## src/rtl/present_inv_keyadd_sbox_serial.sv

```systemverilog
// Serial PRESENT inverse key-addition + inverse S-box layer: out = InvSbox(state ^ key),
// processing NPAR nibbles per cycle behind valid/ready handshakes.
module present_inv_keyadd_sbox_serial #(
  parameter int WIDTH = 64,
  parameter int NPAR  = 2
) (
  input  logic             clock,
  input  logic             reset,
  input  logic             io_in_valid,
  output logic             io_in_ready,
  input  logic [WIDTH-1:0] io_state,
  input  logic [WIDTH-1:0] io_key,
  output logic             io_out_valid,
  input  logic             io_out_ready,
  output logic [WIDTH-1:0] io_out,
  output logic             io_busy
);

  localparam int N  = WIDTH / (4 * NPAR);
  localparam int CW = (N > 1) ? $clog2(N) : 1;

  typedef enum logic [1:0] {IDLE, BUSY, DONE} state_t;

  state_t           state_q, state_d;
  logic [WIDTH-1:0] data_q;
  logic [WIDTH-1:0] data_proc;
  logic [CW-1:0]    cnt_q;
  logic             last_chunk;

  function automatic logic [3:0] inv_sbox(input logic [3:0] x);
    case (x)
      4'h0: inv_sbox = 4'h5;  4'h1: inv_sbox = 4'hE;
      4'h2: inv_sbox = 4'hF;  4'h3: inv_sbox = 4'h8;
      4'h4: inv_sbox = 4'hC;  4'h5: inv_sbox = 4'h1;
      4'h6: inv_sbox = 4'h2;  4'h7: inv_sbox = 4'hD;
      4'h8: inv_sbox = 4'hB;  4'h9: inv_sbox = 4'h4;
      4'hA: inv_sbox = 4'h6;  4'hB: inv_sbox = 4'h3;
      4'hC: inv_sbox = 4'h0;  4'hD: inv_sbox = 4'h7;
      4'hE: inv_sbox = 4'h9;  default: inv_sbox = 4'hA;
    endcase
  endfunction

  assign last_chunk = (cnt_q == CW'(N - 1));

  // Only the nibbles of the current chunk are substituted; the rest pass through.
  always_comb begin
    data_proc = data_q;
    for (int i = 0; i < WIDTH / 4; i++) begin
      if (CW'(i / NPAR) == cnt_q) data_proc[4*i +: 4] = inv_sbox(data_q[4*i +: 4]);
    end
  end

  always_comb begin
    state_d = state_q;
    case (state_q)
      IDLE:    if (io_in_valid)  state_d = BUSY;
      BUSY:    if (last_chunk)   state_d = DONE;
      DONE:    if (io_out_ready) state_d = IDLE;
      default: state_d = IDLE;
    endcase
  end

  always_ff @(posedge clock) begin
    if (reset) begin
      state_q <= IDLE;
      data_q  <= '0;
      cnt_q   <= '0;
    end else begin
      state_q <= state_d;
      case (state_q)
        IDLE: if (io_in_valid) begin
          data_q <= io_state ^ io_key;
          cnt_q  <= '0;
        end
        BUSY: begin
          data_q <= data_proc;
          cnt_q  <= last_chunk ? '0 : cnt_q + CW'(1);
        end
        default: ;
      endcase
    end
  end

  assign io_in_ready  = (state_q == IDLE);
  assign io_busy      = (state_q == BUSY);
  assign io_out_valid = (state_q == DONE);
  assign io_out       = data_q;

endmodule

```

## config.mk

```make
export PLATFORM = sky130hd
export DESIGN_NAME = present_inv_keyadd_sbox_serial
export DESIGN_NICKNAME = d
export VERILOG_FILES = /design/src/rtl/present_inv_keyadd_sbox_serial.sv
export SDC_FILE = /design/constraint.sdc
export NUM_CORES = 1
export LEC_CHECK = 0
export ABC_CLOCK_PERIOD_IN_PS = 3600
export BUFFER_PORTS_ARGS = -buffer_cell sky130_fd_sc_hd__buf_2
export CORE_MARGIN = 1.5
export CORE_UTILIZATION = 56
export DETAILED_ROUTE_END_ITERATION = 12
export PLACE_DENSITY_LB_ADDON = 0.08
export SLEW_MARGIN = 15
export SYNTH_ARGS = -nofsm -noshare
export SYNTH_HDL_FRONTEND = slang
export SYNTH_SLANG_ARGS = --single-unit
```

## constraint.sdc

```tcl
create_clock -name clock -period 3.6 [get_ports clock]
set_input_delay 0.36 -clock clock [delete_from_list [all_inputs] [get_ports clock]]
set_output_delay 0.36 -clock clock [all_outputs]
set_load 0.03 [all_outputs]
```

=== Word level (Yosys, flattened, before mapping) ===
Memories as Yosys holds them, arrays and structs flattened. A register that Yosys moved wholly into a read port is not among the register bits.
Index checks and enable logic that the tools add are counted.

* Reduce and logical (&&, ||, !) cells: 13
* Bitwise logic cells: 1
* Add/subtract/negate cells: 1
* Mux-type cells: 57
* Equal/unequal tests: 21

{| class="wikitable"
|+ Operators with widths
! cell !! count
|-
| 4-bit two-way mux || 48
|-
| 64-bit case mux with 2 select lines || 1
|-
| 64-bit two-way mux || 1
|-
| 64-bit bitwise XOR || 1
|-
| 3-bit AND reduction || 9
|-
| 2-bit by 1-bit inequality test with 1-bit output, second input constant || 10
|-
| 3-bit == test, first input constant || 4
|-
| 2-bit by 3-bit == test with 1-bit output, first input constant || 2
|-
| 2-bit two-way mux || 3
|-
| 3-bit two-way mux || 2
|-
| 2-bit case mux with 3 select lines || 1
|-
| 3-bit case mux with 2 select lines || 1
|-
| 3-bit by 1-bit adder with 3-bit output, second input constant || 1
|-
| 1-bit by 3-bit == test with 1-bit output, first input constant || 1
|-
| 3-bit == test, second input constant || 1
|-
| 3-bit logical NOT || 1
|-
| 2-bit by 1-bit == test with 1-bit output, second input constant || 1
|-
| 2-bit == test, second input constant || 1
|-
| 2-bit logical NOT || 1
|-
| 2-bit inequality test, second input constant || 1
|-
| 2-bit AND reduction || 1
|-
| 2-bit nonzero test || 1
|}

* Register bits after elaboration: 69
* ROM bits: 1024
* Bits of input ports: 132
* Output and inout bits: 67
* Word-level logic and storage cells: 119
* Memories kept: 16

{| class="wikitable"
|+ Memories
! name !! depth !! width !! read ports !! clocked after Yosys merged registers in !! wr ports !! line !! source
|-
| (no name shown) || 16 || 4 || 1 || 1 || 0 || 31 || <nowiki>case (x)</nowiki>
|-
| (no name shown) || 16 || 4 || 1 || 1 || 0 || 31 ||
|-
| (no name shown) || 16 || 4 || 1 || 1 || 0 || 31 ||
|-
| (no name shown) || 16 || 4 || 1 || 1 || 0 || 31 ||
|-
| (no name shown) || 16 || 4 || 1 || 1 || 0 || 31 ||
|-
| (no name shown) || 16 || 4 || 1 || 1 || 0 || 31 ||
|-
| 10 more memories || n/a || n/a || n/a || n/a || n/a || n/a ||
|}

=== Logic depth before layout (Yosys ltp) ===
Gate-level depths: netlist of run 1.

* Depth after elaboration: 5
* Depth in mapped cells: 14
* Mapped depth without buffers: 11

=== Worst setup path before layout of run 1 ===
Ideal clock, no wire load.

* Path kind: reg-to-reg
* From: register state_q[0]
* To: register, netlist name data_proc[20]
* Setup slack: 0.778 ns
* Stages on the path, launching flop included: 14
* Period minus slack after synthesis: 2.822 ns
* Arrival time: 2.700 ns
* Data required time: 3.478 ns
* Setup time: 0.122 ns
* Path buffers: 4
* Cell sequence: dfxtp_1 -> buf_2 -> or3b_1 -> buf_4 -> and2_4 -> buf_6 -> clkbuf_1 -> nor3_1 -> a21oi_1 -> or2_2 -> ha_1 -> inv_1 -> nor3_1 -> a221o_1

{| class="wikitable"
|+ RTL lines
! element !! line !! source
|-
| start: declaration || 24 || <nowiki>state_t state_q, state_d;</nowiki>
|-
| start signal: assignment || 69 || <nowiki>state_q <= state_d;</nowiki>
|}

==> results of run 1 <==
sequential cells by signal (all words and copies together) (netlist names):
signal	flops
cnt_q	3
io_out	64
data_proc	64
state_q	2
Yosys cell counts, types with 4 or more instances:
master	count
sky130_fd_sc_hd__nor2_1	45
sky130_fd_sc_hd__buf_1	4
sky130_fd_sc_hd__nand2_1	23
sky130_fd_sc_hd__or3b_2	9
sky130_fd_sc_hd__o2111ai_1	9
sky130_fd_sc_hd__a221oi_1	4
sky130_fd_sc_hd__buf_2	14
sky130_fd_sc_hd__clkbuf_1	22
sky130_fd_sc_hd__inv_1	79
sky130_fd_sc_hd__a2bb2oi_1	21
sky130_fd_sc_hd__a21o_1	7
sky130_fd_sc_hd__and2_1	38
sky130_fd_sc_hd__nor2b_1	12
sky130_fd_sc_hd__a211oi_1	28
sky130_fd_sc_hd__ha_1	102
sky130_fd_sc_hd__a21oi_1	35
sky130_fd_sc_hd__xor2_1	62
sky130_fd_sc_hd__nand3_1	24
sky130_fd_sc_hd__o22ai_1	6
sky130_fd_sc_hd__a21oi_2	11
sky130_fd_sc_hd__o31ai_1	6
sky130_fd_sc_hd__mux2i_1	89
sky130_fd_sc_hd__xnor2_1	12
sky130_fd_sc_hd__and3_1	10
sky130_fd_sc_hd__nor3_1	13
sky130_fd_sc_hd__inv_2	19
sky130_fd_sc_hd__a22oi_1	7
sky130_fd_sc_hd__o22a_1	9
sky130_fd_sc_hd__o32a_1	4
sky130_fd_sc_hd__dfxtp_1	133
sky130_fd_sc_hd__mux2_2	41
sky130_fd_sc_hd__a22oi_2	9
sky130_fd_sc_hd__o21ai_0	39
cells by family (layout without fill, tap and decap cells):
kind of cell | count (synthesis) | after routing | synth area share [%]
AO/OA/AOI/OAI | 223 | 223 | 17.9
XOR/XNOR | 74 | 74 | 6.95
adder cells (fa/ha/maj) | 102 | 102 | 13.7
buffers and inverters | 143 | 348 | 6.10
flip-flops | 133 | 133 | 28.5
multiplexers | 132 | 132 | 15.0
AND/OR/NAND/NOR | 199 | 199 | 11.8
critical path: stages (launching register included):
cell	delay, ns
sky130_fd_sc_hd__dfxtp_1	0.32
sky130_fd_sc_hd__buf_4	0.29
sky130_fd_sc_hd__nand2b_4	0.19
sky130_fd_sc_hd__inv_1	0.60
sky130_fd_sc_hd__o2111ai_1	0.27
sky130_fd_sc_hd__a21oi_1	0.38
sky130_fd_sc_hd__inv_1	0.18
sky130_fd_sc_hd__ha_1	0.36
sky130_fd_sc_hd__mux4_2	0.45
power by group through the flow:
| stage | clock [uW] | sequential, uW | combinational, uW |
|---|---|---|---|
| 6_report | 1860 | 1810 | 1520 |
| 5_1_grt | 1960 | 1830 | 1670 |
| 4_1_cts | 1890 | 1810 | 1520 |
| 3_5_place_dp | 0 | 1840 | 1510 |
| 3_3_place_gp | 0 | 1840 | 1490 |
| 2_1_floorplan | 0 | 1950 | 1000 |
layer usage:
layer  wire [um]  global-route usage, %
met5           0                      0
met4         251                   6.98
met3        1060                   5.00
met2        9960                   39.7
met1        9600                   30.3
stage by stage:
step	util [%]	setup WS [ns]	std cells	hold WS [ns]	power (uW)
floorplan	-	0.778	1006	0.518	2950
global placement	64.4	0.545	1399	0.502	3330
detailed placement	64.4	0.428	1399	0.513	3360
CTS	68.3	0.495	1431	0.295	5220
global route	68.3	0.211	1431	0.316	5460
finish	68.3	0.438	1431	0.309	5190
path summary, 6_finish.rpt:
kind	startpoint	end	slack, ns	cells after the start
max	state_q[0]	data_proc[58]	0.44	8
max reg2reg	state_q[0]	data_proc[58]	0.44	8
min reg2reg	io_out[28]	io_out[28]	0.51	2
min	io_out_ready	state_q[1]	0.31	4
final cells by class:
class	instances	share of cell area [%]
clock buffer	23	4.36
inverter	100	3.35
sequential	133	23.8
tap	220	2.46
timing repair buffer	216	10.3
clock inverter	9	1.32
multi-input combinational	730	54.5
==> metrics.json, run 1 <==
{
  "worst_max_slew_pin_slew": {"value": 0.751, "unit": "ns"},
  "cts_tree": {"value": "done"},
  "power.density": {"value": 463, "unit": "nW/um^2"},
  "wire_per_inst": {"value": 14.6, "unit": "um"},
  "post-route-drc-count": {"value": 0},
  "dp_hpwl": {"value": 15.8, "unit": "mm"},
  "cts_setup_buffers": {"value": 0},
  "crit_path_category": {"value": "reg -> reg"},
  "cts.clk_slew.worst_paths": {"value": 0.05, "unit": "ns"},
  "min_period": {"value": 3.16, "unit": "ns"},
  "cp.arrival": {"value": 3.45, "unit": "ns"},
  "grt_setup_unrepaired": {"value": "no"},
  "leakagePower": {"value": 0.00539, "unit": "uW"},
  "initial_utilization": {"value": 56.9, "unit": "%"},
  "ant_nets": {"value": 0},
  "num_vias": {"value": 7800},
  "end_kind": {"value": "flip-flop"},
  "timing.max_slew.rel_slack": {"value": 49.9, "unit": "%"},
  "setup_tns": {"value": 0, "unit": "ns"},
  "mappedNetlistNets": {"value": 1240},
  "number_of_antenna_violations_at_the_first_check_in_global_routing": {"value": 0},
  "layout_common_cells": {"value": "sky130_fd_sc_hd__buf_2 (198), sky130_fd_sc_hd__dfxtp_1 (133), sky130_fd_sc_hd__ha_1 (102), sky130_fd_sc_hd__mux2i_1 (89), sky130_fd_sc_hd__inv_1 (78)"},
  "synth_cells": {"value": 1006},
  "number_of_global_route_vias_before_repair": {"value": 7304},
  "timing.clock.skew": {"value": 0.00580, "unit": "ns"},
  "vias_per_cell": {"value": 5.45},
  "cts_max_path_buffers": {"value": 2},
  "timing.hold.worst.class": {"value": "in -> reg"},
  "globalRouteTotalUtil": {"value": 23.5, "unit": "%"},
  "timing_max_transition_violations_final": {"value": 0},
  "clock_sink_count": {"value": 133},
  "portBuffers": {"value": 198},
  "synth-main-ff-cell": {"value": "sky130_fd_sc_hd__dfxtp_1"},
  "synth-warning-count": {"value": 0},
  "netlist.area_leader.share": {"value": 28.5, "unit": "%"},
  "synth_area_leader_cell": {"value": "sky130_fd_sc_hd__dfxtp_1"},
  "cts_buffers": {"value": 17},
  "internal_power": {"value": 3600, "unit": "uW"},
  "post-route-period-util": {"value": 87.8, "unit": "%"},
  "routabilityCongestion": {"value": 0.858},
  "number_of_synthesized_flops_with_an_enable_pin": {"value": 0},
  "deepest_level_of_the_cts_h_tree": {"value": 4},
  "netlist-cell-type-count": {"value": 64},
  "final.fill_count": {"value": 1375},
  "area_taken_by_multi_input_logic_gates": {"value": 6100, "unit": "um^2"},
  "ir_worst_vdd": {"value": 0.328, "unit": "mV"},
  "finalNetCount": {"value": 1432},
  "cts-hold-fix-buffers": {"value": 0},
  "power_frac_seq": {"value": 34.9, "unit": "%"},
  "setup_viol_count_final": {"value": 0},
  "hold_viol": {"value": 0},
  "cts-root-buf": {"value": "sky130_fd_sc_hd__clkbuf_16"},
  "die_h": {"value": 132, "unit": "um"},
  "pin_count_of_the_biggest_net_entering_global_routing": {"value": 46},
  "sw_frac_of_total": {"value": 30.6, "unit": "%"},
  "detailedRoute.firstPassIterationCount": {"value": 4},
  "synth.ff_latch_count": {"value": 133},
  "antennaDiodeCount": {"value": 0},
  "cts_repair_resizes": {"value": 0},
  "area_of_the_core": {"value": 16400, "unit": "um^2"},
  "final_instance_area": {"value": 11200, "unit": "um^2"},
  "io_pins": {"value": 199},
  "synth_async_sr_flop_share": {"value": 0, "unit": "%"},
  "ys_top_cells_by_area": {"value": "sky130_fd_sc_hd__dfxtp_1 (29%), sky130_fd_sc_hd__ha_1 (14%), sky130_fd_sc_hd__mux2i_1 (9.5%)"},
  "power.share.combinational": {"value": 29.3, "unit": "%"},
  "critical_path.max_fanout": {"value": 27},
  "outcome": {"value": "complete, no violations"},
  "max-cap-violations": {"value": 0},
  "grt_remaining_overflow": {"value": 0},
  "most_common_cell_after_layout_fill_and_taps_aside": {"value": "sky130_fd_sc_hd__buf_2"},
  "synth.avg_cell_area": {"value": 9.27, "unit": "um^2"},
  "seq_area_frac_synth": {"value": 28.5, "unit": "%"},
  "worst_setup_path_start_kind": {"value": "flip-flop"},
  "wire_length_of_the_first_global_routing_pass": {"value": 33.9, "unit": "mm"},
  "clock_insertion_delay_worst_skew": {"value": 0.41, "unit": "ns"},
  "p_switching": {"value": 1590, "unit": "uW"},
  "core.rowCount": {"value": 47},
  "instance_area_at_placement": {"value": 10600, "unit": "um^2"},
  "area.sequential": {"value": 2660, "unit": "um^2"},
  "netlist_area": {"value": 9330, "unit": "um^2"},
  "drt_iter0_markers": {"value": 307},
  "fp.dieArea": {"value": 17400, "unit": "um^2"},
  "dieWidth": {"value": 132, "unit": "um"},
  "clock_power_share": {"value": 35.9, "unit": "%"},
  "proportion_of_layout_cells_with_a_drive_suffix_above_1": {"value": 29.1, "unit": "%"},
  "synthToLayoutAreaGrowth": {"value": 20.1, "unit": "%"},
  "achievable-frequency": {"value": 316, "unit": "MHz"},
  "req_time_crit_path": {"value": 3.89, "unit": "ns"},
  "drt-total-wl": {"value": 20.9, "unit": "mm"}
}
Power figures use the tool's default switching activity.
==> run 2, diff against run 1 <==
--- a/config.mk
+++ b/config.mk
@@ -9,8 +9,9 @@
 export BUFFER_PORTS_ARGS = -buffer_cell sky130_fd_sc_hd__buf_2
 export CORE_MARGIN = 1.5
 export CORE_UTILIZATION = 56
+export CTS_CLUSTER_SIZE = 40
 export DETAILED_ROUTE_END_ITERATION = 12
-export PLACE_DENSITY_LB_ADDON = 0.08
+export PLACE_DENSITY = 0.82
 export SLEW_MARGIN = 15
 export SYNTH_ARGS = -nofsm -noshare
 export SYNTH_HDL_FRONTEND = slang
==> run 2 against run 1 <==
Net effect: first-iteration DRC count up 13%; highest routed layer unchanged; largest power group is now registers; register-to-register slack improved by 0.02 ns; combinational power about the same; flip-flop and latch count unchanged; sequential share of layout area up 0.24 points; critical path type unchanged; utilization down 0.67 points; final area shrank 0.98%; clock-buffer cell count is 5 lower.
==> metrics.json, run 2 (synthesis results as in run 1) <==
{
  "outcome": {"value": "complete, no violations"},
  "cts_max_path_buffers": {"value": 2, "change": "unchanged"},
  "post-route-period-util": {"value": 87.2, "unit": "%", "change": "-0.65 points"},
  "timing_max_transition_violations_final": {"value": 0, "change": "unchanged"},
  "cp.arrival": {"value": 3.44, "unit": "ns", "change": "about the same"},
  "final_instance_area": {"value": 11100, "unit": "um^2", "change": "-0.98%"},
  "ir_worst_vdd": {"value": 0.350, "unit": "mV", "change": "+6.6%"},
  "num_vias": {"value": 7838, "change": "+0.49%"},
  "area_of_the_core": {"value": 16400, "unit": "um^2", "change": "unchanged"},
  "drt_iter0_markers": {"value": 346, "change": "+13%"},
  "p_switching": {"value": 1630, "unit": "uW", "change": "+2.2%"},
  "synthToLayoutAreaGrowth": {"value": 18.9, "unit": "%"},
  "globalRouteTotalUtil": {"value": 24.6, "unit": "%", "change": "+1.0 points"},
  "power_frac_seq": {"value": 36.5, "unit": "%", "change": "+1.6 points"},
  "core.rowCount": {"value": 47, "change": "unchanged"},
  "ant_nets": {"value": 0, "change": "unchanged"},
  "hold_viol": {"value": 0, "change": "unchanged"},
  "cts_buffers": {"value": 17, "change": "unchanged"},
  "slowest_delay": {"value": 0.52, "unit": "ns", "change": "-0.08 ns"},
  "io_pins": {"value": 199, "change": "unchanged"},
  "number_of_global_route_vias_before_repair": {"value": 7530, "change": "+3.1%"},
  "die_h": {"value": 132, "unit": "um", "change": "unchanged"},
  "fp.dieArea": {"value": 17400, "unit": "um^2", "change": "unchanged"},
  "grt_remaining_overflow": {"value": 0, "change": "unchanged"},
  "critical_path.max_fanout": {"value": 20, "change": "-26%"},
  "leakagePower": {"value": 0.00532, "unit": "uW", "change": "-1.1%"},
  "cts_repair_resizes": {"value": 0, "change": "unchanged"},
  "detailedRoute.firstPassIterationCount": {"value": 5, "change": "+1"},
  "number_of_antenna_violations_at_the_first_check_in_global_routing": {"value": 0, "change": "unchanged"},
  "deepest_level_of_the_cts_h_tree": {"value": 4, "change": "unchanged"},
  "finalNetCount": {"value": 1429, "change": "-0.21%"},
  "clock_power_share": {"value": 32.6, "unit": "%", "change": "-3.3 points"},
  "power.density": {"value": 447, "unit": "nW/um^2", "change": "-3.6%"},
  "initial_utilization": {"value": 56.9, "unit": "%", "change": "unchanged"},
  "cts.clk_slew.worst_paths": {"value": 0.06, "unit": "ns", "change": "about the same"},
  "end_kind": {"value": "flip-flop"},
  "setup_tns": {"value": 0, "unit": "ns", "change": "unchanged"},
  "pin_count_of_the_biggest_net_entering_global_routing": {"value": 48, "change": "+4.3%"},
  "cts-root-buf": {"value": "sky130_fd_sc_hd__clkbuf_16"},
  "dieWidth": {"value": 132, "unit": "um", "change": "unchanged"},
  "holdWs": {"value": 0.261, "unit": "ns", "change": "-0.0479 ns"},
  "post-route-drc-count": {"value": 0, "change": "unchanged"},
  "dp_hpwl": {"value": 16.3, "unit": "mm", "change": "+2.9%"},
  "timing.max_slew.rel_slack": {"value": 49.1, "unit": "%", "change": "-0.76 points"},
  "wire_length_of_the_first_global_routing_pass": {"value": 35.2, "unit": "mm", "change": "+3.8%"},
  "critical_path.reg2reg.endpoint": {"value": "data_proc[62]"},
  "vias_per_cell": {"value": 5.49, "change": "+0.77%"},
  "final.fill_count": {"value": 1350, "change": "-1.8%"},
  "cts-hold-fix-buffers": {"value": 0, "change": "unchanged"},
  "worst_setup_path_start_kind": {"value": "flip-flop"},
  "drt-total-wl": {"value": 21.6, "unit": "mm", "change": "+3.4%"},
  "power.share.combinational": {"value": 30.8, "unit": "%", "change": "+1.5 points"},
  "regToRegSetupSlack": {"value": 0.46, "unit": "ns", "change": "+0.02 ns"},
  "min_period": {"value": 3.14, "unit": "ns", "change": "-0.0236 ns"},
  "cts_tree": {"value": "done"},
  "routabilityCongestion": {"value": 0.867, "change": "+0.97%"},
  "grt_setup_unrepaired": {"value": "no"},
  "setup.worst_path.start": {"value": "state_q[0]"},
  "wire_per_inst": {"value": 15.1, "unit": "um", "change": "+3.7%"},
  "crit_path_category": {"value": "reg -> reg"},
  "req_time_crit_path": {"value": 3.90, "unit": "ns", "change": "about the same"},
  "proportion_of_layout_cells_with_a_drive_suffix_above_1": {"value": 29.1, "unit": "%", "change": "-0.069 points"},
  "antennaDiodeCount": {"value": 0, "change": "unchanged"},
  "clock_insertion_delay_worst_skew": {"value": 0.42, "unit": "ns", "change": "about the same"},
  "clock_sink_count": {"value": 133, "change": "unchanged"},
  "portBuffers": {"value": 198, "change": "unchanged"},
  "worst-r2r-cell-count": {"value": 9, "change": "+1"},
  "layout_common_cells": {"value": "sky130_fd_sc_hd__buf_2 (198), sky130_fd_sc_hd__dfxtp_1 (133), sky130_fd_sc_hd__ha_1 (102), sky130_fd_sc_hd__mux2i_1 (89), sky130_fd_sc_hd__inv_1 (78)"},
  "max-cap-violations": {"value": 0, "change": "unchanged"},
  "timing.clock.skew": {"value": 0.00638, "unit": "ns", "change": "+0.000588 ns"},
  "internal_power": {"value": 3330, "unit": "uW", "change": "-7.5%"},
  "setup.worst_path.end": {"value": "data_proc[62]"},
  "crit_chain": {"value": "buf_4 > mux2i_1 > o21ai_0 > a21oi_1 > inv_1 > ha_1 > inv_1 > mux2i_1 > a221o_1"},
  "instance_area_at_placement": {"value": 10500, "unit": "um^2", "change": "-0.21%"},
  "crit_slowest_cell": {"value": "sky130_fd_sc_hd__dfxtp_1"},
  "timing.hold.worst.class": {"value": "in -> reg"},
  "achievable-frequency": {"value": 319, "unit": "MHz", "change": "+0.75%"},
  "setup_viol_count_final": {"value": 0, "change": "unchanged"},
  "worst_max_slew_pin_slew": {"value": 0.764, "unit": "ns", "change": "+0.0122 ns"},
  "sw_frac_of_total": {"value": 32.8, "unit": "%", "change": "+2.2 points"},
  "most_common_cell_after_layout_fill_and_taps_aside": {"value": "sky130_fd_sc_hd__buf_2"},
  "cts_setup_buffers": {"value": 0, "change": "unchanged"},
  "reg2reg_from": {"value": "state_q[0]"}
}
[run 2: changes by cell type in the layout (fill, tap and decap cells not counted)]
cell	delta
sky130_fd_sc_hd__clkinvlp_4	+2
sky130_fd_sc_hd__clkinv_2	+2
sky130_fd_sc_hd__clkbuf_8	-3
sky130_fd_sc_hd__bufinv_16	-3
sky130_fd_sc_hd__clkbuf_1	-2
sky130_fd_sc_hd__inv_6	+2
sky130_fd_sc_hd__buf_4	-3
sky130_fd_sc_hd__clkinv_4	+1
[run 2: worst min path at each step]
stage	startpoint	endpoint	slack, ns	depth (start not counted)
after floorplan	cnt_q[1]	cnt_q[1]	0.52	2
after global placement	io_out[28]	io_out[28]	0.50	2
after detailed placement	io_out[57]	io_out[57]	0.51	2
after CTS	io_out_ready	state_q[1]	0.25	4
after global routing	reset	cnt_q[0]	0.32	2
final	io_out_ready	state_q[1]	0.26	4
[run 2: final cells by class]
cell class / instances / area (um^2) / area share, %
Clock buffer: 18 / 439 / 3.96
Clock inverter: 13 / 109 / 0.981
Timing Repair Buffer: 213 / 1130 / 10.2
Multi-Input combinational cell: 730 / 6100 / 55.0
Inverter: 100 / 375 / 3.38
Sequential cell: 133 / 2660 / 24.0
Tap cell: 220 / 275 / 2.48
[run 2: layer usage]
layer	track usage, %	wire length (um)
met5	0	0
met2	43.1	10600
met1	30.9	9610
met3	3.46	996
met4	8.33	344
[run 2: power groups by stage]
stage	clock network [uW]	logic, uW	registers, uW
2_1_floorplan	0	1000	1950
3_3_place_gp	0	1480	1840
3_5_place_dp	0	1520	1840
4_1_cts	1640	1530	1810
5_1_grt	1710	1680	1830
6_report	1620	1530	1810
[run 2: worst max-delay path, delay by kind of cell (launching register included)]
kind	cells	cell delay [ns]
adders and majority gates	1	0.34
DFF	1	0.52
buffers and inverters	3	0.64
muxes	2	0.57
AOI/OAI and AO/OA	3	0.95
[run 2: through the flow]
stage	total power, uW	util (%)	cells	setup slack, ns
6_report	4960	67.6	1427	0.461
4_1_cts	4980	67.6	1427	0.465
2_1_floorplan	2950	-	1006	0.778
5_1_grt	5220	67.6	1427	0.162
3_3_place_gp	3320	64.3	1396	0.557
3_5_place_dp	3360	64.3	1396	0.460
==> run 3, diff against run 2 <==
--- a/config.mk
+++ b/config.mk
@@ -5,13 +5,14 @@
 export SDC_FILE = /design/constraint.sdc
 export NUM_CORES = 1
 export LEC_CHECK = 0
-export ABC_CLOCK_PERIOD_IN_PS = 3600
+export ABC_CLOCK_PERIOD_IN_PS = 2700
 export BUFFER_PORTS_ARGS = -buffer_cell sky130_fd_sc_hd__buf_2
 export CORE_MARGIN = 1.5
-export CORE_UTILIZATION = 56
+export CORE_UTILIZATION = 51
+export CTS_CLUSTER_DIAMETER = 100
 export CTS_CLUSTER_SIZE = 40
 export DETAILED_ROUTE_END_ITERATION = 12
-export PLACE_DENSITY = 0.82
+export PLACE_DENSITY = 0.78
 export SLEW_MARGIN = 15
 export SYNTH_ARGS = -nofsm -noshare
 export SYNTH_HDL_FRONTEND = slang
==> constraint.sdc (replaced) <==
create_clock -name clock -period 2.7 [get_ports clock]
set_input_delay 0.27 -clock clock [delete_from_list [all_inputs] [get_ports clock]]
set_output_delay 0.27 -clock clock [all_outputs]
set_load 0.03 [all_outputs]
==> run 3 against run 2 <==
Net effect: hold slack worse by 0.081 ns; register-to-register slack worse by 0.38 ns; die area is 9.6% higher; sequential power is 34% higher; critical path depth is 1 lower; largest cell class unchanged; total power is 41% higher; setup slack worse by 0.38 ns; final area is 6.9% higher; via count is 3.8% higher.
==> metrics.json, run 3 (synthesis results as in run 1) <==
{
  "vias_per_cell": {"value": 5.39, "change": "-1.8%"},
  "timing.clock.skew": {"value": 0.00916, "unit": "ns", "change": "+0.00278 ns"},
  "setup_tns": {"value": 0, "unit": "ns", "change": "unchanged"},
  "leakagePower": {"value": 0.00572, "unit": "uW", "change": "+7.4%"},
  "drt_iter0_markers": {"value": 271, "change": "-22%"},
  "wire_length_of_the_first_global_routing_pass": {"value": 36.2, "unit": "mm", "change": "+3.0%"},
  "outcome": {"value": "complete, no violations"},
  "most_common_cell_after_layout_fill_and_taps_aside": {"value": "sky130_fd_sc_hd__buf_2"},
  "worstPathBufferInverterCount": {"value": 2, "change": "-1"},
  "core.rowCount": {"value": 49, "change": "+4.3%"},
  "timing.max_slew.rel_slack": {"value": 63.8, "unit": "%", "change": "+15 points"},
  "cp.arrival": {"value": 2.92, "unit": "ns", "change": "-0.52 ns"},
  "layout_common_cells": {"value": "sky130_fd_sc_hd__buf_2 (198), sky130_fd_sc_hd__dfxtp_1 (133), sky130_fd_sc_hd__ha_1 (97), sky130_fd_sc_hd__mux2i_1 (88), sky130_fd_sc_hd__buf_4 (79)"},
  "clock_sink_count": {"value": 133, "change": "unchanged"},
  "dpl_worst_slack": {"value": -0.00328, "unit": "ns", "change": "-0.464 ns"},
  "cts_max_path_buffers": {"value": 2, "change": "unchanged"},
  "post-route-period-util": {"value": 97.2, "unit": "%", "change": "+10 points"},
  "timing_max_transition_violations_final": {"value": 0, "change": "unchanged"},
  "critical_path.reg2reg.endpoint": {"value": "data_proc[54]"},
  "achievable-frequency": {"value": 381, "unit": "MHz", "change": "+20%"},
  "drt-total-wl": {"value": 22.9, "unit": "mm", "change": "+5.9%"},
  "ant_nets": {"value": 0, "change": "unchanged"},
  "critical_path.max_fanout": {"value": 14, "change": "-30%"},
  "initial_utilization": {"value": 51.9, "unit": "%", "change": "-4.9 points"},
  "min_period": {"value": 2.62, "unit": "ns", "change": "-0.515 ns"},
  "wire_per_inst": {"value": 15.2, "unit": "um", "change": "+0.24%"},
  "cts_buffers": {"value": 17, "change": "unchanged"},
  "pin_count_of_the_biggest_net_entering_global_routing": {"value": 42, "change": "-13%"},
  "cts-root-buf": {"value": "sky130_fd_sc_hd__clkbuf_16"},
  "grt_remaining_overflow": {"value": 0, "change": "unchanged"},
  "globalRouteTotalUtil": {"value": 22.9, "unit": "%", "change": "-1.7 points"},
  "dieWidth": {"value": 138, "unit": "um", "change": "+4.7%"},
  "number_of_global_route_vias_before_repair": {"value": 7701, "change": "+2.3%"},
  "area_taken_by_multi_input_logic_gates": {"value": 6220, "unit": "um^2", "change": "+1.9%"},
  "portBuffers": {"value": 198, "change": "unchanged"},
  "die_h": {"value": 138, "unit": "um", "change": "+4.7%"},
  "cts-hold-fix-buffers": {"value": 0, "change": "unchanged"},
  "deepest_level_of_the_cts_h_tree": {"value": 4, "change": "unchanged"},
  "ir_worst_vdd": {"value": 0.494, "unit": "mV", "change": "+41%"},
  "final_instance_area": {"value": 11900, "unit": "um^2", "change": "+6.9%"},
  "setup.worst_path.start": {"value": "state_q[1]"},
  "setup_viol_count_final": {"value": 0, "change": "unchanged"},
  "num_vias": {"value": 8134, "change": "+3.8%"},
  "slowest_delay": {"value": 0.48, "unit": "ns", "change": "-0.04 ns"},
  "power": {"value": 6970, "unit": "uW", "change": "+41%"},
  "routabilityCongestion": {"value": 0.903, "change": "+4.2%"},
  "finalNetCount": {"value": 1499, "change": "+4.9%"},
  "hold_path_end": {"value": "state_q[1]"},
  "dp_hpwl": {"value": 16.9, "unit": "mm", "change": "+3.5%"},
  "synthToLayoutAreaGrowth": {"value": 27.1, "unit": "%"},
  "hold_path_startpoint": {"value": "io_out_ready"},
  "cts.clk_slew.worst_paths": {"value": 0.06, "unit": "ns", "change": "about the same"},
  "io_pins": {"value": 199, "change": "unchanged"},
  "hold_depth": {"value": 4, "change": "unchanged"},
  "regToRegSetupSlack": {"value": 0.08, "unit": "ns", "change": "-0.38 ns"},
  "area.sequential": {"value": 2660, "unit": "um^2", "change": "unchanged"},
  "req_time_crit_path": {"value": 3.00, "unit": "ns", "change": "-0.90 ns"},
  "holdWs": {"value": 0.181, "unit": "ns", "change": "-0.0808 ns"},
  "post-route-drc-count": {"value": 0, "change": "unchanged"},
  "number_of_antenna_violations_at_the_first_check_in_global_routing": {"value": 0, "change": "unchanged"},
  "clock_insertion_delay_worst_skew": {"value": 0.42, "unit": "ns", "change": "about the same"},
  "timing.hold.worst.class": {"value": "in -> reg"},
  "instance_area_at_placement": {"value": 11000, "unit": "um^2", "change": "+4.7%"},
  "worst_setup_path_start_kind": {"value": "flip-flop"},
  "end_kind": {"value": "flip-flop"},
  "crit_chain": {"value": "or3b_4 > buf_12 > nand2_4 > mux2_2 > and2_1 > inv_1 > ha_1 > mux4_2"},
  "hold_viol": {"value": 0, "change": "unchanged"},
  "cts_tree": {"value": "done"},
  "final.fill_count": {"value": 1412, "change": "+4.6%"},
  "crit_path_category": {"value": "reg -> reg"},
  "crit_slowest_cell": {"value": "sky130_fd_sc_hd__mux4_2"},
  "area_of_the_core": {"value": 18000, "unit": "um^2", "change": "+9.5%"},
  "max-cap-violations": {"value": 0, "change": "unchanged"},
  "power.density": {"value": 588, "unit": "nW/um^2", "change": "+32%"},
  "detailedRoute.firstPassIterationCount": {"value": 5, "change": "unchanged"},
  "fp.dieArea": {"value": 19100, "unit": "um^2", "change": "+9.6%"},
  "reg2reg_from": {"value": "state_q[1]"},
  "crit_family": {"value": "multiplexers"},
  "proportion_of_layout_cells_with_a_drive_suffix_above_1": {"value": 35.2, "unit": "%", "change": "+6.1 points"},
  "finalWorstSetupSlack": {"value": 0.0764, "unit": "ns", "change": "-0.385 ns"},
  "worst_max_slew_pin_slew": {"value": 0.529, "unit": "ns", "change": "-0.234 ns"},
  "worst-r2r-cell-count": {"value": 8, "change": "-1"}
}
## run 3: layout make-up
type	count	share of cell area, %
antenna	1	0.0211
clock buffer	18	3.70
clock inverter	14	1.29
inverter	100	3.17
multi-input combinational	730	52.5
sequential	133	22.5
tap	229	2.42
timing repair buffer	283	14.5
## run 3: how the worst max path moves through the flow
| stage | endpoint | cells after the start | slack, ns |
|---|---|---|---|
| after floorplan | data_proc[20] | 13 | -0.02 |
| after global placement | data_proc[2] | 11 | 0.08 |
| after detailed placement | data_proc[46] | 11 | -0.003 |
| after CTS | data_proc[10] | 9 | 0.0003 |
| after global routing | data_proc[30] | 9 | -0.04 |
| final | data_proc[54] | 8 | 0.08 |
## run 3: routing by layer
metal / share of wire, % / GRT usage (%) / vias to the layer above / wire, um
met5: 0 / 0 / - / 0
met4: 2.1 / 7.70 / 0 / 490
met3: 5.1 / 4.16 / 38 / 1170
met2: 48 / 39.4 / 230 / 11000
met1: 44 / 28.8 / 3797 / 10200
li1: - / - / 4069 / -
## run 3: worst min-delay path, cell delays in order
cell                      delay [ns]
sky130_fd_sc_hd__buf_2          0.10
sky130_fd_sc_hd__inv_1          0.04
sky130_fd_sc_hd__a22oi_1        0.07
sky130_fd_sc_hd__nor2_1         0.08
## run 3: what timing repair did
| item | in CTS | in global routing |
|---|---|---|
| resized for setup | 0 | 36 |
| setup buffers | 0 | 12 |
| setup endpoints to repair | 0 | 35 |
## run 3: stage by stage
stage               utilization (%)  std cells
floorplan                         -       1006
CTS                            64.8       1493
global placement               61.5       1461
detailed placement             61.5       1461
finish                         66.0       1508
global route                   66.0       1507
## run 3: power breakdown
part	leakage [uW]	total, uW	internal [uW]	switching, uW
Combinational	0.00433	2240	1000	1240
Sequential	0.00110	2420	2300	119
Clock	0.000291	2310	1390	918
